==> config.mk <==
export PLATFORM = sky130hd
export DESIGN_NAME = z16_operand_fetch
export DESIGN_NICKNAME = d
export VERILOG_FILES = /design/src/rtl/z16_pkg.sv /design/src/rtl/z16_scoreboard.sv /design/src/rtl/z16_operand_fetch.sv
export SDC_FILE = /design/constraint.sdc
export NUM_CORES = 1
export LEC_CHECK = 0
export CORE_UTILIZATION = 46
export DETAILED_ROUTE_END_ITERATION = 8
export GPL_ROUTABILITY_DRIVEN = 0
export MAX_ROUTING_LAYER = met4
export PLACE_DENSITY_LB_ADDON = 0.1
export SYNTH_ARGS = -nofsm -noshare
export SYNTH_HDL_FRONTEND = slang
export SYNTH_SLANG_ARGS = --single-unit
==> constraint.sdc <==
create_clock -name i_clk -period 7.6 [get_ports i_clk]
set_input_delay 1.9 -clock i_clk [delete_from_list [all_inputs] [get_ports i_clk]]
set_output_delay 1.9 -clock i_clk [all_outputs]
set_load 0.05 [all_outputs]
==> src/rtl/z16_pkg.sv <==
// Shared Z16 definitions: instruction field positions, opcode width,
// the set of opcodes that write rd, and the instruction decode helper.
package z16_pkg;

    localparam int unsigned OPCODE_W = 4;
    localparam int unsigned REG_W    = 4;
    localparam int unsigned DATA_W   = 16;
    localparam int unsigned NUM_REGS = 16;
    localparam int unsigned INST_W   = 16;

    // Instruction field positions
    localparam int unsigned OPCODE_LSB = 0;
    localparam int unsigned RD_LSB     = 4;
    localparam int unsigned RS1_LSB    = 8;
    localparam int unsigned RS2_LSB    = 12;
    localparam int unsigned IMM_LSB    = 8;
    localparam int unsigned IMM_W      = 8;

    // Bit n set: opcode n writes its rd field (opcodes 0-8).
    localparam logic [15:0] WRITES_RD_MASK = 16'h01FF;

    typedef logic [OPCODE_W-1:0] opcode_t;
    typedef logic [REG_W-1:0]    reg_addr_t;
    typedef logic [DATA_W-1:0]   data_t;

    typedef struct packed {
        opcode_t   opcode;
        reg_addr_t rd;
        reg_addr_t rs1;
        reg_addr_t rs2;
        data_t     imm;
        logic      writes_rd;
    } dec_t;

    // Split an instruction into its fields; imm8 is sign-extended to DATA_W.
    function automatic dec_t decode(input logic [INST_W-1:0] inst);
        dec_t d;
        d.opcode    = inst[OPCODE_LSB +: OPCODE_W];
        d.rd        = inst[RD_LSB +: REG_W];
        d.rs1       = inst[RS1_LSB +: REG_W];
        d.rs2       = inst[RS2_LSB +: REG_W];
        d.imm       = {{(DATA_W - IMM_W){inst[IMM_LSB + IMM_W - 1]}},
                       inst[IMM_LSB +: IMM_W]};
        d.writes_rd = WRITES_RD_MASK[d.opcode];
        return d;
    endfunction

endpackage

==> src/rtl/z16_scoreboard.sv <==
// Outstanding-write scoreboard: one busy bit per architectural register.
// A set (issue) and up to two clears (writeback, flush of the held payload)
// may arrive in the same cycle; the set takes priority on a shared bit.
module z16_scoreboard
    import z16_pkg::*;
(
    input  logic             clk,
    input  logic             rst_n,
    input  logic             set_en,
    input  logic [REG_W-1:0] set_addr,
    input  logic             wb_clr_en,
    input  logic [REG_W-1:0] wb_clr_addr,
    input  logic             flush_clr_en,
    input  logic [REG_W-1:0] flush_clr_addr,
    input  logic [REG_W-1:0] rs1_addr,
    input  logic [REG_W-1:0] rs2_addr,
    input  logic [REG_W-1:0] rd_addr,
    output logic             rs1_busy,
    output logic             rs2_busy,
    output logic             rd_busy,
    output logic             wb_clears_rs1,
    output logic             wb_clears_rs2
);

    logic [NUM_REGS-1:0] busy_q;
    logic [NUM_REGS-1:0] busy_d;

    // Next-state: apply clears first so a same-bit set overrides them.
    always_comb begin
        busy_d = busy_q;
        if (wb_clr_en) begin
            busy_d[wb_clr_addr] = 1'b0;
        end
        if (flush_clr_en) begin
            busy_d[flush_clr_addr] = 1'b0;
        end
        if (set_en) begin
            busy_d[set_addr] = 1'b1;
        end
    end

    // Busy-bit state; reset forgets every outstanding write.
    always_ff @(posedge clk or negedge rst_n) begin
        if (!rst_n) begin
            busy_q <= '0;
        end else begin
            busy_q <= busy_d;
        end
    end

    // Lookups against the registered state plus "being cleared now" flags
    // used by the bypass path.
    always_comb begin
        rs1_busy      = busy_q[rs1_addr];
        rs2_busy      = busy_q[rs2_addr];
        rd_busy       = busy_q[rd_addr];
        wb_clears_rs1 = wb_clr_en && (wb_clr_addr == rs1_addr) && busy_q[rs1_addr];
        wb_clears_rs2 = wb_clr_en && (wb_clr_addr == rs2_addr) && busy_q[rs2_addr];
    end

endmodule

==> src/rtl/z16_operand_fetch.sv <==
// Z16 operand-fetch stage: decodes an instruction, reads both source
// operands, tracks outstanding register writes to stall RAW/WAW hazards and
// registers the execute-stage payload with a valid/ready handshake.
// Optional build macro Z16_OF_BYPASS_EN forwards same-cycle writeback data
// into the operands and lets that writeback lift the RAW hazard at once;
// when undefined the hazard holds through the writeback cycle.
module z16_operand_fetch
    import z16_pkg::*;
(
    input  logic              i_clk,
    input  logic              i_rst_n,
    input  logic              i_inst_valid,
    output logic              o_inst_ready,
    input  logic [INST_W-1:0] i_inst,
    output logic [REG_W-1:0]  o_rs1_addr,
    output logic [REG_W-1:0]  o_rs2_addr,
    input  logic [DATA_W-1:0] i_rs1_data,
    input  logic [DATA_W-1:0] i_rs2_data,
    input  logic              i_wb_wen,
    input  logic [REG_W-1:0]  i_wb_addr,
    input  logic [DATA_W-1:0] i_wb_data,
    input  logic              i_flush,
    output logic              o_ex_valid,
    input  logic              i_ex_ready,
    output logic [OPCODE_W-1:0] o_ex_opcode,
    output logic [REG_W-1:0]  o_ex_rd,
    output logic              o_ex_rd_wen,
    output logic [DATA_W-1:0] o_ex_op1,
    output logic [DATA_W-1:0] o_ex_op2,
    output logic [DATA_W-1:0] o_ex_imm,
    output logic              o_stall
);

    dec_t              dec;
    logic              rs1_busy;
    logic              rs2_busy;
    logic              rd_busy;
    logic              wb_clears_rs1;
    logic              wb_clears_rs2;
    logic              raw_hazard;
    logic              waw_hazard;
    logic              hazard;
    logic              fire_in;
    logic              flush_clr_en;
    logic [DATA_W-1:0] op1;
    logic [DATA_W-1:0] op2;

    // Execute-stage payload registers
    logic                ex_valid_q;
    logic [OPCODE_W-1:0] ex_opcode_q;
    logic [REG_W-1:0]    ex_rd_q;
    logic                ex_rd_wen_q;
    logic [DATA_W-1:0]   ex_op1_q;
    logic [DATA_W-1:0]   ex_op2_q;
    logic [DATA_W-1:0]   ex_imm_q;

    // Field decode of the incoming instruction.
    always_comb begin
        dec = decode(i_inst);
    end

    assign o_rs1_addr = dec.rs1;
    assign o_rs2_addr = dec.rs2;

    // A flushed payload that was going to write rd no longer will.
    assign flush_clr_en = i_flush && ex_valid_q && ex_rd_wen_q;

    z16_scoreboard u_scoreboard (
        .clk            (i_clk),
        .rst_n          (i_rst_n),
        .set_en         (fire_in && dec.writes_rd),
        .set_addr       (dec.rd),
        .wb_clr_en      (i_wb_wen),
        .wb_clr_addr    (i_wb_addr),
        .flush_clr_en   (flush_clr_en),
        .flush_clr_addr (ex_rd_q),
        .rs1_addr       (dec.rs1),
        .rs2_addr       (dec.rs2),
        .rd_addr        (dec.rd),
        .rs1_busy       (rs1_busy),
        .rs2_busy       (rs2_busy),
        .rd_busy        (rd_busy),
        .wb_clears_rs1  (wb_clears_rs1),
        .wb_clears_rs2  (wb_clears_rs2)
    );

`ifdef Z16_OF_BYPASS_EN
    // Hazard and operand select with same-cycle writeback forwarding.
    always_comb begin
        raw_hazard = (rs1_busy && !wb_clears_rs1) || (rs2_busy && !wb_clears_rs2);
        op1 = (i_wb_wen && (i_wb_addr == dec.rs1)) ? i_wb_data : i_rs1_data;
        op2 = (i_wb_wen && (i_wb_addr == dec.rs2)) ? i_wb_data : i_rs2_data;
    end
`else
    logic unused_bypass;
    assign unused_bypass = ^{wb_clears_rs1, wb_clears_rs2, i_wb_data};

    // Hazard and operand select; writeback only takes effect next cycle.
    always_comb begin
        raw_hazard = rs1_busy || rs2_busy;
        op1 = i_rs1_data;
        op2 = i_rs2_data;
    end
`endif

    // WAW is never bypassed; handshake and stall flag.
    always_comb begin
        waw_hazard   = dec.writes_rd && rd_busy;
        hazard       = raw_hazard || waw_hazard;
        o_inst_ready = !hazard && !i_flush && (!ex_valid_q || i_ex_ready);
        fire_in      = i_inst_valid && o_inst_ready;
        o_stall      = i_inst_valid && hazard;
    end

    // Payload register: load on accept, drop on flush or consume, else hold.
    always_ff @(posedge i_clk or negedge i_rst_n) begin
        if (!i_rst_n) begin
            ex_valid_q  <= 1'b0;
            ex_opcode_q <= '0;
            ex_rd_q     <= '0;
            ex_rd_wen_q <= 1'b0;
            ex_op1_q    <= '0;
            ex_op2_q    <= '0;
            ex_imm_q    <= '0;
        end else if (fire_in) begin
            ex_valid_q  <= 1'b1;
            ex_opcode_q <= dec.opcode;
            ex_rd_q     <= dec.rd;
            ex_rd_wen_q <= dec.writes_rd;
            ex_op1_q    <= op1;
            ex_op2_q    <= op2;
            ex_imm_q    <= dec.imm;
        end else if (i_flush || i_ex_ready) begin
            ex_valid_q  <= 1'b0;
        end
    end

    assign o_ex_valid  = ex_valid_q;
    assign o_ex_opcode = ex_opcode_q;
    assign o_ex_rd     = ex_rd_q;
    assign o_ex_rd_wen = ex_rd_wen_q;
    assign o_ex_op1    = ex_op1_q;
    assign o_ex_op2    = ex_op2_q;
    assign o_ex_imm    = ex_imm_q;

endmodule

==> flow_metrics.py, run 1 <==
metrics = {
    "logic_synthesis": {
        "netlist.area_leader.share_pct": 48.87,
        "ys.flop_type": "dfrtp_1",
        "synth_warnings": 0,
        "synthSimpleGateAreaFrac_pct": 7.368,
        "netlist_area_sq_um": 3379,
        "syn_inst": 250,
        "ys_ff_latch": 66,
        "synth_nets": 324,
        "synth_edf_count": 0,
        "postSynthAreaPerCell_sq_um": 13.52,
        "synth_compound_area_share_pct": 12.59,
        "synth_cell_type_count": 30,
        "synth.area.top_cells": "dfrtp_1 49%, mux2_2 17%, mux4_2 6.0%",
        "synth-xor-area-share_pct": 0,
        "ys_seq_area_share_pct": 48.87,
        "synth_top_cells_by_count": "66 x dfrtp_1, 50 x mux2_2, 19 x buf_4, 16 x o221ai_1, 12 x o41ai_2",
        "synth_top_area_cell": "dfrtp_1",
        "synthAdderAreaFrac_pct": 0,
        "muxShareOfSynthArea_pct": 25.40,
        "synth-async-reset-ratio_pct": 100.0,
        "synth_most_common_cell": "dfrtp_1",
        "synth_top_family_by_area": "multiplexers",
    },
    "critical_path": {
        "r2r_slack_ps": 4980,
        "regToRegEndpoint": "o_ex_op2[8]$_DFFE_PN0P_",
        "path_class": "in -> out",
        "r2r_start": "u_scoreboard.busy_q[14]$_DFF_PN0_",
        "arrival_ps": 4900,
        "worstPathMaxFanout": 10,
        "cp-start-kind": "input port",
        "crit_buf_inv": 2,
        "reg2reg_depth": 7,
        "critPathMaxStageDelay_ps": 850,
        "crit_family": "buffers and inverters",
        "crit_slowest_cell": "clkdlybuf4s50_1",
        "crit_chain": "clkdlybuf4s50_1 -> mux4_2 -> o22ai_1 -> nor3_1 -> a211oi_2 -> nand2b_1 -> nor3_1 -> clkdlybuf4s50_1",
        "worstPathRequired_ps": 5700,
        "endpoint_kind": "primary output",
    },
    "global_routing": {
        "grt_overflow_total": 0,
        "grt_pass1_wl_um": 12210,
        "antenna_found_initial": 0,
        "grt_pass1_vias": 2408,
        "grt_util_all_layers_pct": 21.85,
        "grt_max_degree": 67,
    },
    "layout": {
        "num-fill-cells": 512,
        "seqCellArea_sq_um": 1652,
        "final_nets": 435,
        "stdcell_count": 462,
        "post-route-cell-area_sq_um": 4762,
        "diodes": 0,
        "fin_util_pct": 68.58,
        "multiInputGateArea_sq_um": 1535,
        "synthToLayoutAreaGrowth_pct": 40.91,
        "drive_above_1_share_pct": 26.50,
    },
    "clock_network": {
        "cts_tree": "yes",
        "cts_resized": 0,
        "cts_root_buffer": "clkbuf_8",
        "clock_sinks": 66,
        "postCtsSetupBuffers": 0,
        "clockBufferDepth": 2,
        "htreeDepth": 3,
        "cts_made_buffers": 9,
        "clock_insertion_delay_worst_skew_ps": 350,
        "ctsHoldBuffers": 0,
        "cts.clk_slew.worst_paths_ps": 70,
    },
    "sta": {
        "fmax_mhz": 147.0,
        "holdWs_ps": 498.1,
        "period_needed_ps": 6802,
        "worst_pin_slew_ps": 846.0,
        "finalCritPeriodShare_pct": 89.50,
        "clock_skew_ps": 11.35,
        "slew_viol_final": 0,
        "setup_tns_ps": 0,
        "setup_viol": 0,
        "worst_slack_ps": 797.9,
        "final_hold_viol_count": 0,
        "slew_headroom_pct": 43.60,
        "rsz0062_at_grt": "no",
    },
    "routing": {
        "drc": 0,
        "drt-initial-drc-count": 134,
        "wl_per_cell_um": 17.13,
        "ant_nets": 0,
        "routed-via-count": 2579,
        "dr.pass1.iters": 4,
        "vias_per_cell": 5.582,
        "wl_um": 7913,
    },
    "power_and_ir_drop": {
        "finalPower_mw": 1.907,
        "power_density_nw_per_um2": 400.5,
        "leakagePower_nw": 1.915,
        "irDropWorstVdd_mv": 0.2319,
    },
    "place": {
        "dpl_worst_slack_ps": 777.5,
        "detailed_place_hpwl_um": 5695,
        "dp_cells": 446,
        "io_buffers": 125,
        "place_area_sq_um": 4583,
    },
    "worst_hold_path": {
        "hold_path_class": "reg -> reg",
        "hold-path-cell-count": 1,
        "min_from": "o_ex_op2[7]$_DFFE_PN0P_",
        "hold-path-endpoint": "o_ex_op2[7]$_DFFE_PN0P_",
    },
    "run": {
        "maxCapViolCount": 0,
    },
    "floorplan": {
        "coreArea_sq_um": 6944,
        "num_rows": 30,
        "initial_core_util_pct": 48.67,
        "die_h_um": 87.72,
        "die_width_um": 87.72,
        "ios": 142,
        "dieArea_sq_um": 7694,
    },
    "outcome": {
        "outcome": "finished clean",
    },
}
-- layout by cell type (no fill, tap or decap), types with 2 or more instances in the layout --
cell type | netlist | final
o21ai_0 | 6 | 6
nor2b_1 | 3 | 3
buf_4 | 19 | 3
o221ai_1 | 16 | 16
clkdlybuf4s50_1 | 0 | 124
a31oi_1 | 2 | 2
nor3_1 | 3 | 3
nand3_1 | 5 | 5
inv_1 | 2 | 2
nand2_1 | 10 | 9
mux2_2 | 50 | 50
clkinv_2 | 0 | 2
mux4_2 | 9 | 9
nand2b_1 | 11 | 11
o22ai_1 | 2 | 2
clkinvlp_4 | 0 | 3
mux2i_1 | 7 | 7
o41ai_2 | 12 | 12
clkbuf_8 | 0 | 10
dfrtp_1 | 66 | 66
or4_1 | 4 | 4
or2_2 | 3 | 3
nor2_1 | 2 | 2
mux2_1 | 2 | 2
-- report_power, final --
| group | switching [mW] | internal (mW) |
|---|---|---|
| Combinational | 0.670 | 0.398 |
| Sequential | 0.0889 | 0.483 |
| Clock | 0.140 | 0.127 |
| Total | 0.899 | 1.01 |
-- flip-flops by register name, summed over array words and instances (netlist names) --
register	count
o_ex_rd	4
o_ex_valid	1
o_ex_op2	16
o_ex_imm	8
u_scoreboard.busy_q	16
o_ex_rd_wen	1
o_ex_op1	16
o_ex_opcode	4
-- worst register-to-register path: cells and delay by family, from the launching register on --
kind / cells / cell delay (ps)
flops: 1 / 430
simple gates: 2 / 470
buf+inv: 1 / 370
mux: 4 / 1240
-- area by class of cell --
type | count | share of cell area [%]
Sequential cell | 66 | 34.68
Multi-Input combinational cell | 154 | 32.24
Timing Repair Buffer | 128 | 26.64
Clock buffer | 10 | 2.890
Tap cell | 96 | 2.522
Clock inverter | 6 | 0.8671
Inverter | 2 | 0.1576
-- cell families after synthesis --
| family | count (synthesis) |
|---|---|
| AO/OA/AOI/OAI | 42 |
| flip-flops | 66 |
| buffers and inverters | 30 |
| multiplexers | 68 |
| AND/OR/NAND/NOR | 44 |
-- layer usage --
layer | up-vias | global-route usage, % | part of all wire [%]
li1 | 1169 | - | -
met1 | 1244 | 27.51 | 41
met2 | 149 | 33.47 | 49
met3 | 17 | 5.184 | 8.8
met4 | 0 | 9.836 | 2.0
met5 | - | - | 0
-- how the worst max path moves through the flow --
stage / startpoint / to / slack, ps / cells past startpoint
4_1_cts: i_inst[4] / o_inst_ready / 780 / 8
5_1_grt: i_inst[7] / o_inst_ready / 640 / 8
3_3_place_gp: i_inst[8] / o_inst_ready / 810 / 8
6_report: i_inst[4] / o_inst_ready / 800 / 8
2_1_floorplan: i_inst[4] / o_inst_ready / 1470 / 7
3_5_place_dp: i_inst[4] / o_inst_ready / 780 / 8
(Power assumes the default switching activity.)
==> inputs of run 2 (changes only) <==
--- a/config.mk
+++ b/config.mk
@@ -5,11 +5,12 @@
 export SDC_FILE = /design/constraint.sdc
 export NUM_CORES = 1
 export LEC_CHECK = 0
-export CORE_UTILIZATION = 46
+export CORE_UTILIZATION = 39
 export DETAILED_ROUTE_END_ITERATION = 8
 export GPL_ROUTABILITY_DRIVEN = 0
 export MAX_ROUTING_LAYER = met4
 export PLACE_DENSITY_LB_ADDON = 0.1
+export SLEW_MARGIN = 0
 export SYNTH_ARGS = -nofsm -noshare
 export SYNTH_HDL_FRONTEND = slang
 export SYNTH_SLANG_ARGS = --single-unit
==> constraint.sdc (replaced) <==
create_clock -name i_clk -period 6.15 [get_ports i_clk]
set_input_delay 1.5375 -clock i_clk [delete_from_list [all_inputs] [get_ports i_clk]]
set_output_delay 1.5375 -clock i_clk [all_outputs]
set_load 0.05 [all_outputs]
==> flow_metrics.py, run 2 (same netlist as run 1, synthesis figures left out) <==
metrics = {
    "outcome": {
        "outcome": "finished clean",
    },
    "floorplan": {
        "dieArea_sq_um": 9041,
        "initial_core_util_pct": 40.72,
        "num_rows": 33,
        "die_h_um": 95.09,
        "die_width_um": 95.09,
        "coreArea_sq_um": 8299,
        "ios": 142,
    },
    "clock_network": {
        "cts.clk_slew.worst_paths_ps": 70,
        "cts_root_buffer": "clkbuf_8",
        "cts_made_buffers": 9,
        "clock_sinks": 66,
        "cts_resized": 0,
        "postCtsSetupBuffers": 0,
        "clockBufferDepth": 2,
        "ctsHoldBuffers": 0,
        "htreeDepth": 3,
        "clock_insertion_delay_worst_skew_ps": 340,
        "cts_tree": "yes",
    },
    "layout": {
        "diodes": 0,
        "layout_commonest_cell": "clkdlybuf4s50_1",
        "layout_common_cells": "123 x clkdlybuf4s50_1, 66 x dfrtp_1, 50 x mux2_2",
        "synthToLayoutAreaGrowth_pct": 42.21,
        "multiInputGateArea_sq_um": 1535,
        "final_nets": 439,
        "seqCellArea_sq_um": 1652,
        "num-fill-cells": 729,
        "drive_above_1_share_pct": 27.30,
    },
    "power_and_ir_drop": {
        "p_int_mw": 1.251,
        "power_frac_seq_pct": 30.2,
        "leakagePower_nw": 1.939,
        "netSwitchingPower_mw": 1.098,
        "irDropWorstVdd_mv": 0.2522,
        "power_density_nw_per_um2": 488.8,
        "p_sw_share_pct": 46.74,
        "clkPwrFrac_pct": 13.5,
        "combPwrFrac_pct": 56.3,
    },
    "sta": {
        "worst_slack_ps": 417.9,
        "setup_viol": 0,
        "period_needed_ps": 5732,
        "worst_pin_slew_ps": 899.8,
        "slew_headroom_pct": 39.80,
        "slew_viol_final": 0,
        "rsz0062_at_grt": "no",
        "fmax_mhz": 174.5,
        "finalCritPeriodShare_pct": 93.20,
        "final_hold_viol_count": 0,
        "clock_skew_ps": 7.856,
        "setup_tns_ps": 0,
    },
    "critical_path": {
        "reg2reg_depth": 7,
        "path_class": "in -> out",
        "endpoint_kind": "primary output",
        "r2r_start": "u_scoreboard.busy_q[6]$_DFF_PN0_",
        "worstPathRequired_ps": 4610,
        "worstPathMaxFanout": 6,
        "r2r_slack_ps": 3000,
        "cp-start-kind": "input port",
        "arrival_ps": 4190,
        "regToRegEndpoint": "u_scoreboard.busy_q[8]$_DFF_PN0_",
    },
    "worst_hold_path": {
        "hold-path-endpoint": "o_ex_op2[8]$_DFFE_PN0P_",
        "min_from": "o_ex_op2[8]$_DFFE_PN0P_",
        "hold-path-cell-count": 1,
        "hold_path_class": "reg -> reg",
    },
    "routing": {
        "drc": 0,
        "routed-via-count": 2596,
        "drt-initial-drc-count": 158,
        "dr.pass1.iters": 4,
        "ant_nets": 0,
        "vias_per_cell": 5.465,
        "wl_um": 8179,
        "wl_per_cell_um": 17.22,
    },
    "global_routing": {
        "grt_overflow_total": 0,
        "grt_max_degree": 67,
        "antenna_found_initial": 0,
        "grt_pass1_vias": 2438,
        "grt_pass1_wl_um": 12990,
        "grt_util_all_layers_pct": 19.85,
    },
    "place": {
        "io_buffers": 125,
        "detailed_place_hpwl_um": 5867,
        "dpl_worst_slack_ps": 413.7,
    },
    "run": {
        "maxCapViolCount": 0,
    },
}
[run 2: cell types whose count changed in the layout (fill, tap and decap cells not counted)]
| cell | delta |
|---|---|
| inv_6 | -1 |
| buf_4 | +4 |
| clkinvlp_4 | -1 |
| clkbuf_1 | +1 |
| clkdlybuf4s50_1 | -1 |
| buf_12 | +1 |
| clkinv_2 | +1 |
[run 2: power by group through the flow]
stage | clock (mW) | combinational, mW | sequential, mW
after floorplan | 0 | 0.411 | 1.20
after global placement | 0 | 1.32 | 0.710
after detailed placement | 0 | 1.33 | 0.718
after CTS | 0.329 | 1.33 | 0.710
after global routing | 0.349 | 1.38 | 0.736
final | 0.316 | 1.32 | 0.710
[run 2: critical path, stage by stage]
cell	delay, ps
clkdlybuf4s50_1	670
mux4_2	550
mux2i_1	140
mux2i_1	100
a211oi_2	210
nand2b_1	100
and2_1	170
clkdlybuf4s50_1	710
[run 2: cell type report]
class	count	area share (%)
Sequential cell	66	34.37
Multi-Input combinational cell	154	31.94
Tap cell	105	2.734
Clock buffer	11	2.942
Timing Repair Buffer	132	27.23
Inverter	2	0.1562
Clock inverter	5	0.6248
[run 2: layer usage]
layer	global-route usage, %	part of all wire (%)	up-vias
li1	-	-	1176
met1	26.22	42	1305
met2	30.54	50	104
met3	4.147	7.3	11
met4	6.439	0.97	0
met5	-	0	-
[run 2: stage by stage]
step                      total power, mW  hold slack (ps)  cells  cell area [sq um]  util [%]
final                               2.349            499.6    475               4806     57.91
after global routing                2.463            519.1    475               4806     57.91
after CTS                           2.372            506.5    475               4806     57.91
after detailed placement            2.049            489.6    459               4634     55.84
after global placement              2.034            472.6    459               4634     55.84
after floorplan                     1.613            540.0    250               3379         -
[run 2: how the worst max path moves through the flow]
stage	cells after the start	startpoint	end
floorplan	7	i_inst[4]	o_inst_ready
global placement	8	i_inst[8]	o_stall
detailed placement	8	i_inst[8]	o_stall
CTS	8	i_inst[8]	o_stall
global route	8	i_inst[8]	o_stall
finish	8	i_inst[8]	o_stall
